`src/rtl/ctrl_pkg.sv`:
```
// Shared encodings for the multicycle ARM control unit: FSM states, ALU ops,
// instruction-class opcodes and datapath mux selects.
package ctrl_pkg;

  typedef enum logic [3:0] {
    FETCH    = 4'd0,
    DECODE   = 4'd1,
    MEMADR   = 4'd2,
    MEMREAD  = 4'd3,
    MEMWB    = 4'd4,
    MEMWRITE = 4'd5,
    EXECUTER = 4'd6,
    EXECUTEI = 4'd7,
    ALUWB    = 4'd8,
    BRANCH   = 4'd9
  } statetype_t;

  localparam logic [1:0] ALU_ADD = 2'b00;
  localparam logic [1:0] ALU_SUB = 2'b01;
  localparam logic [1:0] ALU_AND = 2'b10;
  localparam logic [1:0] ALU_ORR = 2'b11;

  localparam logic [1:0] OP_DP  = 2'b00;
  localparam logic [1:0] OP_MEM = 2'b01;
  localparam logic [1:0] OP_BR  = 2'b10;

  localparam logic [1:0] SRCA_RN     = 2'b00;
  localparam logic [1:0] SRCA_PC     = 2'b01;
  localparam logic [1:0] SRCA_ALUOUT = 2'b10;

  localparam logic [1:0] SRCB_RM   = 2'b00;
  localparam logic [1:0] SRCB_IMM  = 2'b01;
  localparam logic [1:0] SRCB_FOUR = 2'b10;

  localparam logic [1:0] RES_ALUOUT = 2'b00;
  localparam logic [1:0] RES_DATA   = 2'b01;
  localparam logic [1:0] RES_ALU    = 2'b10;

  // Only the adder/subtractor produce meaningful C and V flags.
  function automatic logic is_arith(input logic [1:0] ctrl);
    return (ctrl == ALU_ADD) || (ctrl == ALU_SUB);
  endfunction

endpackage

```
`src/rtl/multicycle_control_unit_alu_decoder.sv`:
```
// Combinational ALU decoder: maps Funct to ALU operation and flag/writeback
// qualifiers while the FSM is in an execute state.
module alu_decoder
  import ctrl_pkg::*;
(
  input  logic       alu_op,
  input  logic [5:0] funct,
  output logic [1:0] alu_control,
  output logic [1:0] flag_w,
  output logic       no_write
);

  logic known;

  always_comb begin
    alu_control = ALU_ADD;
    flag_w      = 2'b00;
    no_write    = 1'b0;
    known       = 1'b1;
    if (alu_op) begin
      unique case (funct[4:1])
        4'b0100: alu_control = ALU_ADD;
        4'b0010: alu_control = ALU_SUB;
        4'b0000: alu_control = ALU_AND;
        4'b1100: alu_control = ALU_ORR;
        4'b1010: begin
          alu_control = ALU_SUB;
          no_write    = 1'b1;
        end
        default: begin
          // Unsupported opcode: harmless ADD with all architectural writes blocked.
          alu_control = ALU_ADD;
          no_write    = 1'b1;
          known       = 1'b0;
        end
      endcase
      if (known) begin
        flag_w[1] = funct[0];
        flag_w[0] = funct[0] & is_arith(alu_control);
      end
    end
  end

endmodule

```
`src/rtl/multicycle_control_unit.sv`:
```
// Instruction-side control FSM for the multicycle ARM datapath: state register,
// next-state logic and per-state datapath select decode.
module multicycle_control_unit
  import ctrl_pkg::*;
#(
  parameter statetype_t RESET_STATE = FETCH
) (
  input  logic       clk,
  input  logic       rst,
  input  logic [1:0] Op,
  input  logic [5:0] Funct,
  input  logic [3:0] Rd,
  output logic       PCS,
  output logic       RegW,
  output logic       MemW,
  output logic       NoWrite,
  output logic [1:0] FlagW,
  output logic       IRWrite,
  output logic       NextPC,
  output logic       AdrSrc,
  output logic [1:0] ResultSrc,
  output logic [1:0] ALUSrcA,
  output logic [1:0] ALUSrcB,
  output logic [1:0] ALUControl,
  output logic [1:0] ImmSrc,
  output logic [1:0] RegSrc
);

  statetype_t state, next_state;
  logic       alu_op;
  logic       branch;

  always_ff @(posedge clk or negedge rst) begin
    if (!rst) state <= RESET_STATE;
    else      state <= next_state;
  end

  always_comb begin
    next_state = FETCH;
    unique case (state)
      FETCH:  next_state = DECODE;
      DECODE: begin
        unique case (Op)
          OP_MEM:  next_state = MEMADR;
          OP_DP:   next_state = Funct[5] ? EXECUTEI : EXECUTER;
          OP_BR:   next_state = BRANCH;
          default: next_state = FETCH;   // undefined class: retire with no writes
        endcase
      end
      MEMADR:   next_state = Funct[0] ? MEMREAD : MEMWRITE;
      MEMREAD:  next_state = MEMWB;
      MEMWB:    next_state = FETCH;
      MEMWRITE: next_state = FETCH;
      EXECUTER: next_state = ALUWB;
      EXECUTEI: next_state = ALUWB;
      ALUWB:    next_state = FETCH;
      BRANCH:   next_state = FETCH;
      default:  next_state = FETCH;
    endcase
  end

  always_comb begin
    IRWrite   = 1'b0;
    NextPC    = 1'b0;
    AdrSrc    = 1'b0;
    ResultSrc = RES_ALUOUT;
    ALUSrcA   = SRCA_RN;
    ALUSrcB   = SRCB_RM;
    RegW      = 1'b0;
    MemW      = 1'b0;
    alu_op    = 1'b0;
    branch    = 1'b0;
    unique case (state)
      FETCH: begin
        IRWrite   = 1'b1;
        NextPC    = 1'b1;
        ALUSrcA   = SRCA_PC;
        ALUSrcB   = SRCB_FOUR;
        ResultSrc = RES_ALU;
      end
      DECODE: begin
        ALUSrcA   = SRCA_PC;
        ALUSrcB   = SRCB_FOUR;
        ResultSrc = RES_ALU;
      end
      MEMADR:   ALUSrcB = SRCB_IMM;
      MEMREAD:  AdrSrc  = 1'b1;
      MEMWB: begin
        ResultSrc = RES_DATA;
        RegW      = 1'b1;
      end
      MEMWRITE: begin
        AdrSrc = 1'b1;
        MemW   = 1'b1;
      end
      EXECUTER: alu_op = 1'b1;
      EXECUTEI: begin
        ALUSrcB = SRCB_IMM;
        alu_op  = 1'b1;
      end
      ALUWB:    RegW = 1'b1;
      BRANCH: begin
        ALUSrcA   = SRCA_ALUOUT;
        ALUSrcB   = SRCB_IMM;
        ResultSrc = RES_ALU;
        branch    = 1'b1;
      end
      default: ;
    endcase
  end

  alu_decoder u_alu_dec (
    .alu_op      (alu_op),
    .funct       (Funct),
    .alu_control (ALUControl),
    .flag_w      (FlagW),
    .no_write    (NoWrite)
  );

  assign PCS    = branch | (RegW & (Rd == 4'hF));
  assign ImmSrc = Op;
  assign RegSrc = {Op == OP_MEM, Op == OP_BR};

endmodule

```
`config.mk`:
```
export PLATFORM = sky130hd
export DESIGN_NAME = multicycle_control_unit
export DESIGN_NICKNAME = d
export VERILOG_FILES = /design/src/rtl/ctrl_pkg.sv /design/src/rtl/multicycle_control_unit_alu_decoder.sv /design/src/rtl/multicycle_control_unit.sv
export SDC_FILE = /design/constraint.sdc
export NUM_CORES = 1
export LEC_CHECK = 0
export CAP_MARGIN = 40
export CORE_AREA = 2 2 39 41
export CTS_BUF_LIST = sky130_fd_sc_hd__clkbuf_4 sky130_fd_sc_hd__clkbuf_8
export DETAILED_ROUTE_END_ITERATION = 7
export DIE_AREA = 0 0 41 43
export GPL_TIMING_DRIVEN = 0
export HOLD_SLACK_MARGIN = 0.06
export PLACE_DENSITY = 0.78
export SYNTH_ARGS = -nofsm -noshare
export SYNTH_HDL_FRONTEND = slang
export SYNTH_SLANG_ARGS = --single-unit
```
`constraint.sdc`:
```
create_clock -name clk -period 2.7 [get_ports clk]
set_input_delay 0.54 -clock clk [delete_from_list [all_inputs] [get_ports clk]]
set_output_delay 0.54 -clock clk [all_outputs]
set_load 0.05 [all_outputs]
```
Word-level counts from Yosys, hierarchy flattened

Cells that the tools add are included.

Flip-flop bits (word level): 4
Output and inout port bits: 21
Logic and storage cells: 57
Bits of input ports: 14

Reduce and logical (&&, ||, !) cells: 14
Muxes and demuxes: 22
Bitwise operators: 3
Equality and inequality tests: 17

Operator list:

| cell                                                            | count |
|---|---|
| 4-bit by 3-bit == test with 1-bit output, second input constant | 5 |
| 4-bit == test, second input constant                            | 5 |
| 4-bit case mux with 5 select lines                              | 1 |
| 4-bit by 2-bit == test with 1-bit output, second input constant | 3 |
| 2-bit case mux with 2 select lines                              | 3 |
| 4-bit case mux with 3 select lines                              | 1 |
| 1-bit 2-to-1 mux                                                | 11 |
| 2-bit OR reduction                                              | 5 |
| 4-bit zero test                                                 | 2 |
| 2-bit 2-to-1 mux                                                | 4 |
| 2-bit case mux with 3 select lines                              | 1 |
| 3-bit OR reduction                                              | 2 |
| 5-bit OR reduction                                              | 1 |
| 2-bit by 1-bit == test with 1-bit output, second input constant | 2 |
| 4-bit by 1-bit == test with 1-bit output, second input constant | 1 |
| 2-bit zero test                                                 | 2 |
| 4-bit OR reduction                                              | 1 |
| 3-bit 2-to-1 mux                                                | 1 |
| 1-bit AND                                                       | 2 |
| 2-bit == test, second input constant                            | 1 |
| 1-bit logical OR                                                | 1 |
| 1-bit OR                                                        | 1 |

Depth between registers and ports, before layout

Gate-level depths: netlist of the first run.

Depth in word-level cells: 9
Mapped depth: 4

Hierarchy

From an unflattened synthesis of the first run, not the netlist that was laid out.

Cells, all modules: 58
Area total of the unflattened synthesis: 462.9 um2

Modules (own cells, without submodules):

| module                  | cells each | times used | area an instance (um2) | seq. area each (um2) |
|---|---|---|---|---|
| multicycle_control_unit | 44         | 1          | 361.6                  | 100.1 |
| alu_decoder             | 14         | 1          | 101.3                  | 0.0 |

Worst setup path after synthesis of the first run

Ideal clock, no wire load.

Path kind: reg-to-output
Start point: register state[2]
End point: output port NextPC
Buffers on the path: 2
Data arrival time: 2.322 ns
Required time: 2.160 ns
Cell stages (with the launch flop): 5
Slack: -0.162 ns
Path through: dfrtp_1 > or2_2 > buf_6 > nor3_1 > buf_4

Word-level cells in the longest chain between the ends: 2

Ends and longest elaborated chain:

| what                     | RTL line                      | source |
|---|---|---|
| start: declaration       | multicycle_control_unit.sv:29 | `statetype_t state, next_state;` |
| start signal: assignment | multicycle_control_unit.sv:35 | `else state <= next_state;` |
| 4-bit zero test          | --                            |  |
| 1-bit 2-to-1 mux         | --                            |  |
| end: declaration         | multicycle_control_unit.sv:19 | `output logic NextPC,` |

No other way between the ends.

Worst setup path after layout of the first run

Start point: register state[2]
End point: output port RegW

Word-level cells in the longest chain between the ends: 3
Elaborated cells between the ends (all ways): 4
Classes of those cells: eq/ne (2); mux (1); reduce/logical (1)

Ends and longest elaborated chain:

| what                                                                      | RTL line                      | source |
|---|---|---|
| 4-bit by 3-bit == test with 1-bit output or 4-bit == test (tied branches) | multicycle_control_unit.sv:73 | `unique case (state)` |
| 2-bit OR reduction (no line) *                                            | --                            |  |
| 1-bit 2-to-1 mux *                                                        | multicycle_control_unit.sv:73 |  |
| end: declaration                                                          | multicycle_control_unit.sv:14 | `output logic RegW,` |

Mark *: on every way between the ends. The rest lies on a longest branch, timed or not.

==> report_table.html, run 1 <==
<table>
<tr><th>Metric</th><th>Value</th></tr>
<tr><th colspan="2">STA</th></tr>
<tr><td>Final-report setup violation count</td><td>0</td></tr>
<tr><td>Final Hold Fails</td><td>0</td></tr>
<tr><td>Worst Setup Slack, final</td><td>0.0819 ns</td></tr>
<tr><td>Setup repair after global routing missed its margin</td><td>false</td></tr>
<tr><td>Final critical delay including setup and external delays</td><td>approximately 2.6 ns</td></tr>
<tr><td>Hold Slack</td><td>0.497 ns</td></tr>
<tr><td>Final Max Slew Viols</td><td>0</td></tr>
<tr><td>Worst relative slew slack</td><td>65.8%</td></tr>
<tr><td>Clock skew</td><td>approximately 0.0079 ns</td></tr>
<tr><td>Post-route fraction of the period consumed by the critical path</td><td>between 90% and 100%</td></tr>
<tr><td>Transition time at the pin with the least slew margin</td><td>0.512 ns</td></tr>
<tr><td>Maximum clock rate</td><td>around 380 MHz</td></tr>
<tr><th colspan="2">Pwr</th></tr>
<tr><td>Power per unit of standard cell area</td><td>about 1200 mW/mm^2</td></tr>
<tr><td>Total Power</td><td>about 1000 uW</td></tr>
<tr><td>Switching Share</td><td>about three fifths</td></tr>
<tr><td>Maximum VDD drop</td><td>0.539 mV</td></tr>
<tr><td>Static leakage</td><td>approximately 0.00046 uW</td></tr>
<tr><td>Reg power frac</td><td>11.1%</td></tr>
<tr><td>Combinational Power Share</td><td>between 80% and 90%</td></tr>
<tr><td>Share of power burned in the clock network</td><td>under 10%</td></tr>
<tr><td>Switching power</td><td>599 uW</td></tr>
<tr><td>Cell-internal power</td><td>approximately 430 uW</td></tr>
<tr><th colspan="2">Global routing</th></tr>
<tr><td>Gr usage total</td><td>roughly 15%</td></tr>
<tr><td>First-pass GRT wire length</td><td>1.95 mm</td></tr>
<tr><td>Initial antenna violation count</td><td>0</td></tr>
<tr><td>Total grt overflow</td><td>0</td></tr>
<tr><td>Maximum number of pins on one net before global-route repair</td><td>11</td></tr>
<tr><td>Vias in the first global route</td><td>490</td></tr>
<tr><th colspan="2">Placement</th></tr>
<tr><td># placed instances</td><td>roughly 110</td></tr>
<tr><td>DP Worst Slack</td><td>-0.350 ns</td></tr>
<tr><td>Number of buffer cells added on primary ports</td><td>34</td></tr>
<tr><td>Global placer's final weighted congestion</td><td>around 0.74</td></tr>
<tr><td>Half-perimeter wire length after placement</td><td>about 1.0 mm</td></tr>
<tr><th colspan="2">Layout</th></tr>
<tr><td>Biggest register</td><td>state</td></tr>
<tr><td>Ant. Diodes</td><td>0</td></tr>
<tr><td>Post-route non-filler standard cell count</td><td>about 110</td></tr>
<tr><td>Final design utilization</td><td>about three fifths</td></tr>
<tr><td>Filler instances</td><td>roughly 140</td></tr>
<tr><td>Number of flip-flops in the largest register</td><td>4</td></tr>
<tr><td>Post-layout net count</td><td>around 110</td></tr>
<tr><td>Fraction of final layout cells sized beyond drive strength 1</td><td>between 15 and 20%</td></tr>
<tr><td>Top Registers</td><td>state (4)</td></tr>
<tr><td>Area growth from synthesis to layout</td><td>88.4%</td></tr>
<tr><th colspan="2">Logic synthesis</th></tr>
<tr><td>Mapped Cells</td><td>58</td></tr>
<tr><td>Synth warn</td><td>0</td></tr>
<tr><td>Synth Net Count</td><td>just over 70</td></tr>
<tr><td>Synth Cell Area</td><td>about 450 sq um</td></tr>
<tr><td>Share of synthesized area occupied by flip-flops and latches</td><td>22.2%</td></tr>
<tr><td>#FFs+latches synth</td><td>4</td></tr>
<tr><td>Number of distinct library cells after synthesis</td><td>31</td></tr>
<tr><td>Post-synthesis average cell area</td><td>7.79 sq um</td></tr>
<tr><th colspan="2">Clock tree</th></tr>
<tr><td>H-Tree Depth</td><td>1</td></tr>
<tr><td>Max Buffers Root-to-Sink</td><td>2</td></tr>
<tr><td>Total number of clock tree sinks</td><td>4</td></tr>
<tr><td>TritonCTS clock tree</td><td>done</td></tr>
<tr><td>Post-cts hold buffer count</td><td>0</td></tr>
<tr><td>Clock insertion delay at the later pin of the skew report</td><td>~0.25 ns</td></tr>
<tr><td>Clock buffer count from CTS</td><td>3</td></tr>
<tr><td>Clock slew at the register clock pins of the worst setup and hold paths</td><td>roughly 0.040 ns</td></tr>
<tr><td>CTS Root Cell</td><td>sky130_fd_sc_hd__clkbuf_4</td></tr>
<tr><th colspan="2">Floorplanning</th></tr>
<tr><td>Count of boundary I/O pins</td><td>35</td></tr>
<tr><td>Vertical die dimension</td><td>approximately 43 um</td></tr>
<tr><td>Area of the die</td><td>around 0.0018 sq mm</td></tr>
<tr><td>Initial Util</td><td>32.6%</td></tr>
<tr><td>Area of the core</td><td>roughly 0.0014 sq mm</td></tr>
<tr><td>Total number of placement rows</td><td>14</td></tr>
<tr><td>Die W</td><td>around 41 um</td></tr>
<tr><th colspan="2">Routing</th></tr>
<tr><td>Routed Antenna Nets</td><td>0</td></tr>
<tr><td>Detail-routed net length per standard cell</td><td>approximately 12 um</td></tr>
<tr><td>Total number of vias</td><td>between 500 and 600</td></tr>
<tr><td>Number of search-and-repair iterations in the first detailed-routing pass</td><td>4</td></tr>
<tr><td>DRC violations left</td><td>0</td></tr>
<tr><td>Routed via count divided by cell count</td><td>approximately 5.0</td></tr>
<tr><td>Detailed Route WL</td><td>1.30 mm</td></tr>
<tr><td>Drt initial violations</td><td>6</td></tr>
<tr><th colspan="2">Worst setup path</th></tr>
<tr><td>Critical path fanouts, max</td><td>6</td></tr>
<tr><td>Required time at the endpoint of the critical path</td><td>about 2.2 ns</td></tr>
<tr><td>Critical Path Source</td><td>state[2]</td></tr>
<tr><td>Start-to-end type of the worst setup path</td><td>reg2out</td></tr>
<tr><td>Endpoint kind of the worst setup timing path</td><td>output port</td></tr>
<tr><td>Startpoint class of the critical path</td><td>flop</td></tr>
<tr><td>CP max-delay cell</td><td>sky130_fd_sc_hd__clkdlybuf4s50_1</td></tr>
<tr><td>Delay of the slowest critical-path stage</td><td>0.85 ns</td></tr>
<tr><td>Cells along the critical path</td><td>or2b_1 -&gt; a211oi_2 -&gt; clkdlybuf4s50_1</td></tr>
<tr><td>Worst reg2reg startpoint</td><td>state[2]</td></tr>
<tr><td>Data arrival time of the critical path</td><td>around 2.1 ns</td></tr>
<tr><th colspan="2">Hold path</th></tr>
<tr><td>Type of the most critical hold path</td><td>in2async</td></tr>
<tr><th colspan="2">Job</th></tr>
<tr><td>Max-cap viol count</td><td>0</td></tr>
<tr><th colspan="2">Run status</th></tr>
<tr><td>Result of the run</td><td>finished, final reports clean</td></tr>
</table>
## layout make-up
type / count / area (sq um) / area share, %
tap: 16 / 20.0 / 2.35
timing repair buffer: 34 / 352 / 41.3
inverter: 2 / 7.51 / 0.882
buffer: 6 / 42.5 / 5.00
sequential: 4 / 100 / 11.8
clock buffer: 3 / 22.5 / 2.65
multi-input combinational: 46 / 307 / 36.0
## synthesized netlist by cell type
library cell,number,area (sq um)
sky130_fd_sc_hd__xnor2_1,1,8.76
sky130_fd_sc_hd__nor3b_1,2,15.0
sky130_fd_sc_hd__nand2_1,2,7.51
sky130_fd_sc_hd__a211oi_1,1,7.51
sky130_fd_sc_hd__xor2_1,1,8.76
sky130_fd_sc_hd__or2_2,1,6.26
sky130_fd_sc_hd__o22ai_1,1,6.26
sky130_fd_sc_hd__inv_1,2,7.51
sky130_fd_sc_hd__or2b_1,1,7.51
sky130_fd_sc_hd__o41ai_1,1,8.76
sky130_fd_sc_hd__or3b_4,1,11.3
sky130_fd_sc_hd__buf_4,3,22.5
sky130_fd_sc_hd__nand3b_1,1,7.51
sky130_fd_sc_hd__or3_1,1,6.26
sky130_fd_sc_hd__and4_1,1,8.76
sky130_fd_sc_hd__nor4_1,1,6.26
sky130_fd_sc_hd__buf_6,1,11.3
sky130_fd_sc_hd__a2bb2oi_1,1,8.76
sky130_fd_sc_hd__nor3_1,2,10.0
sky130_fd_sc_hd__a21oi_1,5,25.0
sky130_fd_sc_hd__a21o_1,1,7.51
sky130_fd_sc_hd__nor2_1,9,33.8
sky130_fd_sc_hd__buf_2,1,5.00
sky130_fd_sc_hd__dfrtp_1,4,100
sky130_fd_sc_hd__o21ai_0,3,15.0
sky130_fd_sc_hd__a211oi_2,2,25.0
sky130_fd_sc_hd__nand2b_1,3,18.8
sky130_fd_sc_hd__nand3b_4,1,20.0
sky130_fd_sc_hd__nor2b_1,2,12.5
sky130_fd_sc_hd__clkbuf_1,1,3.75
sky130_fd_sc_hd__a22o_1,1,8.76
## repair_timing
item                                    in CTS  in global routing
setup buffers                                0                  0
gates cloned                                 0                  0
endpoints found under the setup margin       7                  6
resized for setup                           11                  6
## cell usage in the layout, fill, tap and decap left out, types with 2 or more instances in the layout
cell type	n
sky130_fd_sc_hd__a211oi_2	2
sky130_fd_sc_hd__a21oi_1	5
sky130_fd_sc_hd__buf_4	3
sky130_fd_sc_hd__clkbuf_4	3
sky130_fd_sc_hd__clkdlybuf4s15_2	2
sky130_fd_sc_hd__clkdlybuf4s50_1	21
sky130_fd_sc_hd__dfrtp_1	4
sky130_fd_sc_hd__dlygate4sd2_1	5
sky130_fd_sc_hd__dlymetal6s2s_1	6
sky130_fd_sc_hd__inv_1	2
sky130_fd_sc_hd__nand2_1	2
sky130_fd_sc_hd__nand2b_1	3
sky130_fd_sc_hd__nor2_1	9
sky130_fd_sc_hd__nor2b_1	2
sky130_fd_sc_hd__nor3b_1	2
sky130_fd_sc_hd__o21ai_0	3
## stage by stage
stage / area, sq um / setup TNS [ns]
floorplan: 457 / 0
global placement: 817 / -0.988
detailed placement: 817 / -1.06
CTS: 836 / 0
global route: 851 / 0
finish: 851 / 0
## power groups by stage
stage | Clock [uW] | Sequential (uW) | Combinational (uW)
after global routing | 81.5 | 117 | 880
after detailed placement | 0 | 114 | 854
after floorplan | 0 | 109 | 605
final | 78.1 | 114 | 834
after CTS | 76.8 | 114 | 843
after global placement | 0 | 113 | 846
## cell families (layout without fill, tap and decap cells)
family,Yosys count,after routing,synth area share (%)
AO/OA/AOI/OAI,16,16,24.9
XOR/XNOR,2,2,3.88
buffers and inverters,8,45,11.1
flip-flops,4,4,22.2
AND/OR/NAND/NOR,28,28,38.0
## worst paths after layout
kind | end | slack (ns) | cells past startpoint
worst max-delay path | RegW | 0.08 | 3
worst min-delay path | state[2] | 0.50 | 1
worst max register to register | state[3] | 1.37 | 3
worst min register to register | state[2] | 0.62 | 2
max in group asynchronous | state[0] | 2.03 | 1
min in group clk | state[2] | 0.62 | 2
## worst max-delay path: cells and delay by family, from the launching register on
kind	cells	cell delay, ns
AOI/OAI and AO/OA	1	0.24
buffers and inverters	1	0.85
DFF	1	0.44
and+or+nand+nor	1	0.29
## layer usage
metal	vias up	wire length [um]	track usage [%]
li1	281	-	-
met1	239	528	19.9
met2	29	619	25.6
met3	2	128	0.524
met4	0	19	6.00
met5	-	0	0
Power figures use the tool's default switching activity.
==> inputs of run 2 (changes only) <==
--- a/config.mk
+++ b/config.mk
@@ -12,7 +12,7 @@
 export DIE_AREA = 0 0 41 43
 export GPL_TIMING_DRIVEN = 0
 export HOLD_SLACK_MARGIN = 0.06
-export PLACE_DENSITY = 0.78
+export PLACE_DENSITY = 0.85
 export SYNTH_ARGS = -nofsm -noshare
 export SYNTH_HDL_FRONTEND = slang
 export SYNTH_SLANG_ARGS = --single-unit
==> report_table.html, run 2 (synthesis gave the netlist of run 1 again) <==
<table>
<tr><th>Metric</th><th>Value</th></tr>
<tr><th colspan="2">Run status</th></tr>
<tr><td>Result of the run</td><td>finished, final reports clean</td></tr>
<tr><th colspan="2">Layout</th></tr>
<tr><td>Most common library cell in the layout ignoring fill and taps</td><td>sky130_fd_sc_hd__clkdlybuf4s50_1</td></tr>
<tr><td>Ant. Diodes</td><td>0</td></tr>
<tr><td>Final design utilization</td><td>between 60% and 70%</td></tr>
<tr><td>Area of the multi-input gates</td><td>about 300 sq um</td></tr>
<tr><td>Number of flip-flops in the largest register</td><td>4</td></tr>
<tr><td>Filler instances</td><td>138</td></tr>
<tr><td>Post-route non-filler standard cell count</td><td>between 100 and 150</td></tr>
<tr><td>Top Registers</td><td>state (4)</td></tr>
<tr><td>Post-layout net count</td><td>111</td></tr>
<tr><td>Fraction of final layout cells sized beyond drive strength 1</td><td>16.8%</td></tr>
<tr><td>Biggest register</td><td>state</td></tr>
<tr><td>Commonest non-fill, non-tap cells in the layout</td><td>sky130_fd_sc_hd__clkdlybuf4s50_1, sky130_fd_sc_hd__nor2_1, sky130_fd_sc_hd__a21oi_1, sky130_fd_sc_hd__dlygate4sd2_1</td></tr>
<tr><td>Area growth from synthesis to layout</td><td>85.9%</td></tr>
<tr><td>Sequential cell area</td><td>between 100 and 150 sq um</td></tr>
<tr><th colspan="2">STA</th></tr>
<tr><td>Final Max Slew Viols</td><td>0</td></tr>
<tr><td>Final critical delay including setup and external delays</td><td>between 2 and 3 ns</td></tr>
<tr><td>Maximum clock rate</td><td>382 MHz</td></tr>
<tr><td>Transition time at the pin with the least slew margin</td><td>just over 0.5 ns</td></tr>
<tr><td>Post-route fraction of the period consumed by the critical path</td><td>between 90% and 100%</td></tr>
<tr><td>Setup repair after global routing missed its margin</td><td>false</td></tr>
<tr><td>Clock skew</td><td>around 0.008 ns</td></tr>
<tr><td>Final Hold Fails</td><td>0</td></tr>
<tr><td>Worst relative slew slack</td><td>between 60% and 70%</td></tr>
<tr><td>Final-report setup violation count</td><td>0</td></tr>
<tr><th colspan="2">Placement</th></tr>
<tr><td># placed instances</td><td>between 100 and 150</td></tr>
<tr><td>Half-perimeter wire length after placement</td><td>1.02 mm</td></tr>
<tr><td>Number of buffer cells added on primary ports</td><td>34</td></tr>
<tr><td>Global placer's final weighted congestion</td><td>roughly 0.76</td></tr>
<tr><th colspan="2">Clock tree</th></tr>
<tr><td>Clock slew at the register clock pins of the worst setup and hold paths</td><td>approximately 0.040 ns</td></tr>
<tr><td>Post-CTS Setup Inserts</td><td>0</td></tr>
<tr><td>TritonCTS clock tree</td><td>done</td></tr>
<tr><td>Post-cts hold buffer count</td><td>0</td></tr>
<tr><td>Clock insertion delay at the later pin of the skew report</td><td>~0.24 ns</td></tr>
<tr><td>Total number of clock tree sinks</td><td>4</td></tr>
<tr><td>H-Tree Depth</td><td>1</td></tr>
<tr><td>Clock buffer count from CTS</td><td>3</td></tr>
<tr><td>Post-cts gate resize count</td><td>11</td></tr>
<tr><td>Max Buffers Root-to-Sink</td><td>2</td></tr>
<tr><td>CTS Root Cell</td><td>sky130_fd_sc_hd__clkbuf_4</td></tr>
<tr><th colspan="2">Routing</th></tr>
<tr><td>Top routing layer used</td><td>met3</td></tr>
<tr><td>Metal-1 WL</td><td>between 400 and 500 um</td></tr>
<tr><td>Met2 layer wire length in the routed design</td><td>between 600 and 700 um</td></tr>
<tr><td>Detail-routed net length per standard cell</td><td>roughly 11 um</td></tr>
<tr><td>Routed via count divided by cell count</td><td>roughly 5</td></tr>
<tr><td>Routed Antenna Nets</td><td>0</td></tr>
<tr><td>Total number of vias</td><td>about 560</td></tr>
<tr><td>Detailed Route WL</td><td>about 1.3 mm</td></tr>
<tr><td>Number of search-and-repair iterations in the first detailed-routing pass</td><td>4</td></tr>
<tr><td>WL met3</td><td>between 100 and 150 um</td></tr>
<tr><td>Drt initial violations</td><td>5</td></tr>
<tr><td>DRC violations left</td><td>0</td></tr>
<tr><th colspan="2">Floorplanning</th></tr>
<tr><td>Die W</td><td>roughly 41 um</td></tr>
<tr><td>Count of boundary I/O pins</td><td>35</td></tr>
<tr><td>Initial Util</td><td>32.6%</td></tr>
<tr><td>Area of the core</td><td>0.00138 sq mm</td></tr>
<tr><td>Total number of placement rows</td><td>14</td></tr>
<tr><td>Area of the die</td><td>0.00176 sq mm</td></tr>
<tr><td>Vertical die dimension</td><td>between 40 and 50 um</td></tr>
<tr><th colspan="2">Worst setup path</th></tr>
<tr><td>Data arrival time of the critical path</td><td>about 2.1 ns</td></tr>
<tr><td>Critical path fanouts, max</td><td>6</td></tr>
<tr><td>Slack of the worst reg-to-reg path</td><td>1.42 ns</td></tr>
<tr><td>Number of buffers and inverters on the critical path</td><td>3</td></tr>
<tr><td>CP top delay family</td><td>buffers and inverters</td></tr>
<tr><td>R2r endpoint</td><td>state[3]</td></tr>
<tr><td>Required time at the endpoint of the critical path</td><td>2.16 ns</td></tr>
<tr><td>CP max-delay cell</td><td>sky130_fd_sc_hd__clkdlybuf4s50_1</td></tr>
<tr><td>Start-to-end type of the worst setup path</td><td>in2out</td></tr>
<tr><td>Worst reg2reg startpoint</td><td>state[3]</td></tr>
<tr><td>Cells along the critical path</td><td>clkdlybuf4s50_1 -&gt; inv_1 -&gt; nor2_1 -&gt; clkdlybuf4s50_1</td></tr>
<tr><td>Worst Reg2Reg Path Length in Cells</td><td>3</td></tr>
<tr><td>Delay of the slowest critical-path stage</td><td>between 0.8 and 0.9 ns</td></tr>
<tr><td>Critical path depth in cells</td><td>4</td></tr>
<tr><td>Most frequent cell on the critical path</td><td>sky130_fd_sc_hd__clkdlybuf4s50_1</td></tr>
<tr><td>Endpoint kind of the worst setup timing path</td><td>output port</td></tr>
<tr><td>Startpoint class of the critical path</td><td>primary input</td></tr>
<tr><th colspan="2">Global routing</th></tr>
<tr><td>Vias in the first global route</td><td>roughly 510</td></tr>
<tr><td>First-pass GRT wire length</td><td>between 2 and 2.5 mm</td></tr>
<tr><td>Total grt overflow</td><td>0</td></tr>
<tr><td>Maximum number of pins on one net before global-route repair</td><td>11</td></tr>
<tr><td>Initial antenna violation count</td><td>0</td></tr>
<tr><td>Gr usage total</td><td>between 10% and 20%</td></tr>
<tr><th colspan="2">Pwr</th></tr>
<tr><td>Power per unit of standard cell area</td><td>1220 mW/mm^2</td></tr>
<tr><td>Static leakage</td><td>about 0.00043 uW</td></tr>
<tr><td>Maximum VDD drop</td><td>~0.56 mV</td></tr>
<tr><th colspan="2">Job</th></tr>
<tr><td>Max-cap viol count</td><td>0</td></tr>
<tr><th colspan="2">Hold path</th></tr>
<tr><td>Type of the most critical hold path</td><td>in2async</td></tr>
</table>
-- run 2: worst max path at each step --
stage | start | slack [ns] | end
4_1_cts | state[0] | 0.04 | ALUSrcA[1]
5_1_grt | state[0] | 0.003 | MemW
3_3_place_gp | Funct[3] | -0.32 | FlagW[0]
3_5_place_dp | Funct[3] | -0.36 | FlagW[0]
2_1_floorplan | Funct[4] | 0.03 | ALUControl[1]
6_report | Op[1] | 0.08 | RegSrc[0]
-- run 2: metal layers --
| layer | track usage [%] | up-vias |
|---|---|---|
| met1 | 22.2 | 245 |
| met3 | 3.14 | 0 |
| met5 | 0 | - |
| met4 | 6.00 | 0 |
| met2 | 27.5 | 29 |
| li1 | - | 283 |
-- run 2: per-stage QoR --
step / total power (uW) / TNS, ns / setup slack [ns] / cell area (sq um) / hold slack [ns]
floorplan: 714 / 0 / 0.0290 / 457 / 0.244
global placement: 958 / -0.924 / -0.320 / 817 / 0.610
detailed placement: 969 / -1.08 / -0.360 / 817 / 0.621
CTS: 1030 / 0 / 0.0416 / 836 / 0.510
global route: 1080 / 0 / 0.00299 / 840 / 0.525
finish: 1020 / 0 / 0.0825 / 840 / 0.506
-- run 2: cell type report --
cell class / count / area share, %
Multi-Input combinational cell: 46 / 36.5
Buffer: 6 / 5.07
Inverter: 2 / 0.894
Timing Repair Buffer: 34 / 40.5
Sequential cell: 4 / 11.9
Clock buffer: 3 / 2.68
Tap cell: 16 / 2.38
-- run 2: where the power goes --
| group | switching (uW) | internal, uW |
|---|---|---|
| combinational | 541 | 292 |
| sequential | 28.5 | 84.9 |
| clock | 24.5 | 49.7 |
-- run 2: worst reg2reg max path, delay by kind of cell (launching register included) --
kind                   cells  cell delay [ns]
AO/OA/AOI/OAI              1             0.29
buffers and inverters      1             0.14
flip-flops                 1             0.42
AND/OR/NAND/NOR            1             0.32
==> inputs of run 3 (changes only) <==
--- a/config.mk
+++ b/config.mk
@@ -13,6 +13,7 @@
 export GPL_TIMING_DRIVEN = 0
 export HOLD_SLACK_MARGIN = 0.06
 export PLACE_DENSITY = 0.85
+export RECOVER_POWER = 25
 export SYNTH_ARGS = -nofsm -noshare
 export SYNTH_HDL_FRONTEND = slang
 export SYNTH_SLANG_ARGS = --single-unit
==> report_table.html, run 3 (synthesis gave the netlist of run 1 again) <==
<table>
<tr><th>Metric</th><th>Value</th></tr>
<tr><th colspan="2">Run status</th></tr>
<tr><td>Result of the run</td><td>finished, final reports clean</td></tr>
<tr><th colspan="2">Layout</th></tr>
<tr><td>Top Registers</td><td>state (4)</td></tr>
<tr><td>Most common library cell in the layout ignoring fill and taps</td><td>sky130_fd_sc_hd__clkdlybuf4s50_1</td></tr>
<tr><td>Final design utilization</td><td>just over 60%</td></tr>
<tr><td>Number of flip-flops in the largest register</td><td>4</td></tr>
<tr><td>Area growth from synthesis to layout</td><td>85.9%</td></tr>
<tr><td>Post-layout net count</td><td>around 110</td></tr>
<tr><td>Biggest register</td><td>state</td></tr>
<tr><td>Area of all placed cells without fillers</td><td>~840 sq um</td></tr>
<tr><td>Ant. Diodes</td><td>0</td></tr>
<tr><td>Fraction of final layout cells sized beyond drive strength 1</td><td>16.8%</td></tr>
<tr><td>Commonest non-fill, non-tap cells in the layout</td><td>sky130_fd_sc_hd__clkdlybuf4s50_1, sky130_fd_sc_hd__nor2_1, sky130_fd_sc_hd__a21oi_1, sky130_fd_sc_hd__dlygate4sd2_1</td></tr>
<tr><td>Filler instances</td><td>approximately 140</td></tr>
<tr><td>Post-route non-filler standard cell count</td><td>roughly 110</td></tr>
<tr><th colspan="2">Clock tree</th></tr>
<tr><td>Clock buffer count from CTS</td><td>3</td></tr>
<tr><td>Max Buffers Root-to-Sink</td><td>2</td></tr>
<tr><td>Post-cts hold buffer count</td><td>0</td></tr>
<tr><td>CTS Root Cell</td><td>sky130_fd_sc_hd__clkbuf_4</td></tr>
<tr><td>H-Tree Depth</td><td>1</td></tr>
<tr><td>Total number of clock tree sinks</td><td>4</td></tr>
<tr><td>Clock slew at the register clock pins of the worst setup and hold paths</td><td>0.04 ns</td></tr>
<tr><td>TritonCTS clock tree</td><td>done</td></tr>
<tr><td>Post-cts gate resize count</td><td>11</td></tr>
<tr><td>Clock insertion delay at the later pin of the skew report</td><td>approximately 0.24 ns</td></tr>
<tr><td>Post-CTS Setup Inserts</td><td>0</td></tr>
<tr><th colspan="2">STA</th></tr>
<tr><td>Post-route fraction of the period consumed by the critical path</td><td>96.9%</td></tr>
<tr><td>Final-report setup violation count</td><td>0</td></tr>
<tr><td>Transition time at the pin with the least slew margin</td><td>0.512 ns</td></tr>
<tr><td>Clock skew</td><td>between 0.007 and 0.008 ns</td></tr>
<tr><td>Setup repair after global routing missed its margin</td><td>false</td></tr>
<tr><td>Maximum clock rate</td><td>382 MHz</td></tr>
<tr><td>Worst relative slew slack</td><td>between 60% and 70%</td></tr>
<tr><td>Final Max Slew Viols</td><td>0</td></tr>
<tr><td>Final critical delay including setup and external delays</td><td>around 2.6 ns</td></tr>
<tr><td>Final Hold Fails</td><td>0</td></tr>
<tr><th colspan="2">Pwr</th></tr>
<tr><td>Static leakage</td><td>0.000433 uW</td></tr>
<tr><td>Total Power</td><td>between 1000 and 1500 uW</td></tr>
<tr><td>Power per unit of standard cell area</td><td>between 1000 and 1500 mW/mm^2</td></tr>
<tr><td>Maximum VDD drop</td><td>approximately 0.56 mV</td></tr>
<tr><th colspan="2">Floorplanning</th></tr>
<tr><td>Total number of placement rows</td><td>14</td></tr>
<tr><td>Area of the core</td><td>approximately 0.0014 sq mm</td></tr>
<tr><td>Die W</td><td>between 40 and 50 um</td></tr>
<tr><td>Initial Util</td><td>between 30% and 40%</td></tr>
<tr><td>Vertical die dimension</td><td>~43 um</td></tr>
<tr><td>Count of boundary I/O pins</td><td>35</td></tr>
<tr><td>Area of the die</td><td>~0.0018 sq mm</td></tr>
<tr><th colspan="2">Placement</th></tr>
<tr><td>Number of buffer cells added on primary ports</td><td>34</td></tr>
<tr><td>Global placer's final weighted congestion</td><td>approximately 0.76</td></tr>
<tr><td>Half-perimeter wire length after placement</td><td>1.02 mm</td></tr>
<tr><td># placed instances</td><td>~110</td></tr>
<tr><td>Post-place instance area</td><td>slightly above 800 sq um</td></tr>
<tr><th colspan="2">Worst setup path</th></tr>
<tr><td>Slack of the worst reg-to-reg path</td><td>between 1 and 1.5 ns</td></tr>
<tr><td>Start-to-end type of the worst setup path</td><td>in2out</td></tr>
<tr><td>Critical path fanouts, max</td><td>6</td></tr>
<tr><td>Data arrival time of the critical path</td><td>between 2 and 2.5 ns</td></tr>
<tr><td>Startpoint class of the critical path</td><td>primary input</td></tr>
<tr><td>R2r endpoint</td><td>state[3]</td></tr>
<tr><td>Endpoint kind of the worst setup timing path</td><td>output port</td></tr>
<tr><td>Required time at the endpoint of the critical path</td><td>around 2.2 ns</td></tr>
<tr><td>Worst Reg2Reg Path Length in Cells</td><td>3</td></tr>
<tr><td>Worst reg2reg startpoint</td><td>state[3]</td></tr>
<tr><th colspan="2">Hold path</th></tr>
<tr><td>Type of the most critical hold path</td><td>in2async</td></tr>
<tr><th colspan="2">Job</th></tr>
<tr><td>Max-cap viol count</td><td>0</td></tr>
<tr><th colspan="2">Routing</th></tr>
<tr><td>Detail-routed net length per standard cell</td><td>11.3 um</td></tr>
<tr><td>Routed Antenna Nets</td><td>0</td></tr>
<tr><td>Routed via count divided by cell count</td><td>around 5.0</td></tr>
<tr><td>Number of search-and-repair iterations in the first detailed-routing pass</td><td>4</td></tr>
<tr><td>Detailed Route WL</td><td>between 1 and 1.5 mm</td></tr>
<tr><td>Drt initial violations</td><td>5</td></tr>
<tr><td>DRC violations left</td><td>0</td></tr>
<tr><td>Total number of vias</td><td>about 560</td></tr>
<tr><th colspan="2">Global routing</th></tr>
<tr><td>Total grt overflow</td><td>0</td></tr>
<tr><td>Gr usage total</td><td>between 10% and 20%</td></tr>
<tr><td>First-pass GRT wire length</td><td>~2.1 mm</td></tr>
<tr><td>Vias in the first global route</td><td>just over 500</td></tr>
<tr><td>Maximum number of pins on one net before global-route repair</td><td>11</td></tr>
<tr><td>Initial antenna violation count</td><td>0</td></tr>
</table>
-- run 3: changes by cell type in the layout (fill, tap and decap cells not counted), sizes merged --
cell,delta
clkdlybuf4s50,-1
dlygate4sd3,+1
-- run 3: how the worst max path moves through the flow --
stage             start       endpoint  slack (ns)  cells after the start
2_1_floorplan  Funct[4]  ALUControl[1]        0.03                      2
3_3_place_gp   Funct[3]       FlagW[0]       -0.32                      5
3_5_place_dp   Funct[3]       FlagW[0]       -0.36                      5
4_1_cts        state[0]     ALUSrcA[1]        0.04                      4
5_1_grt        state[0]           MemW       0.003                      4
6_report          Op[1]      RegSrc[0]        0.08                      4
-- run 3: area by class of cell --
class | count | area [sq um] | area share (%)
Inverter | 2 | 7.51 | 0.894
Sequential cell | 4 | 100 | 11.9
Buffer | 6 | 42.5 | 5.07
Multi-Input combinational cell | 46 | 307 | 36.5
Tap cell | 16 | 20.0 | 2.38
Timing Repair Buffer | 34 | 340 | 40.5
Clock buffer | 3 | 22.5 | 2.68
-- run 3: routing by layer --
layer,global-route usage [%],vias to the layer above,share of wire [%]
met4,6.00,0,0
met5,0,-,0
met1,22.2,245,40
met3,3.14,0,11
met2,27.5,29,49
li1,-,283,-
-- run 3: worst max-delay path: stages --
cell	delay (ns)
sky130_fd_sc_hd__clkdlybuf4s50_1	0.56
sky130_fd_sc_hd__inv_1	0.08
sky130_fd_sc_hd__nor2_1	0.09
sky130_fd_sc_hd__clkdlybuf4s50_1	0.81
-- run 3: where the power goes --
| group | switching (uW) | internal, uW | total (uW) | leakage [uW] |
|---|---|---|---|---|
| clock | 24.5 | 49.7 | 74.2 | 0.0000138 |
| combinational | 541 | 292 | 833 | 0.000368 |
| sequential | 28.5 | 84.9 | 113 | 0.0000517 |
-- run 3: through the flow --
stage / hold slack (ns) / TNS [ns] / setup slack (ns)
after global routing: 0.596 / 0 / 0.00299
after floorplan: 0.244 / 0 / 0.0290
after detailed placement: 0.621 / -1.08 / -0.360
after CTS: 0.510 / 0 / 0.0416
after global placement: 0.610 / -0.924 / -0.320
final: 0.576 / 0 / 0.0825
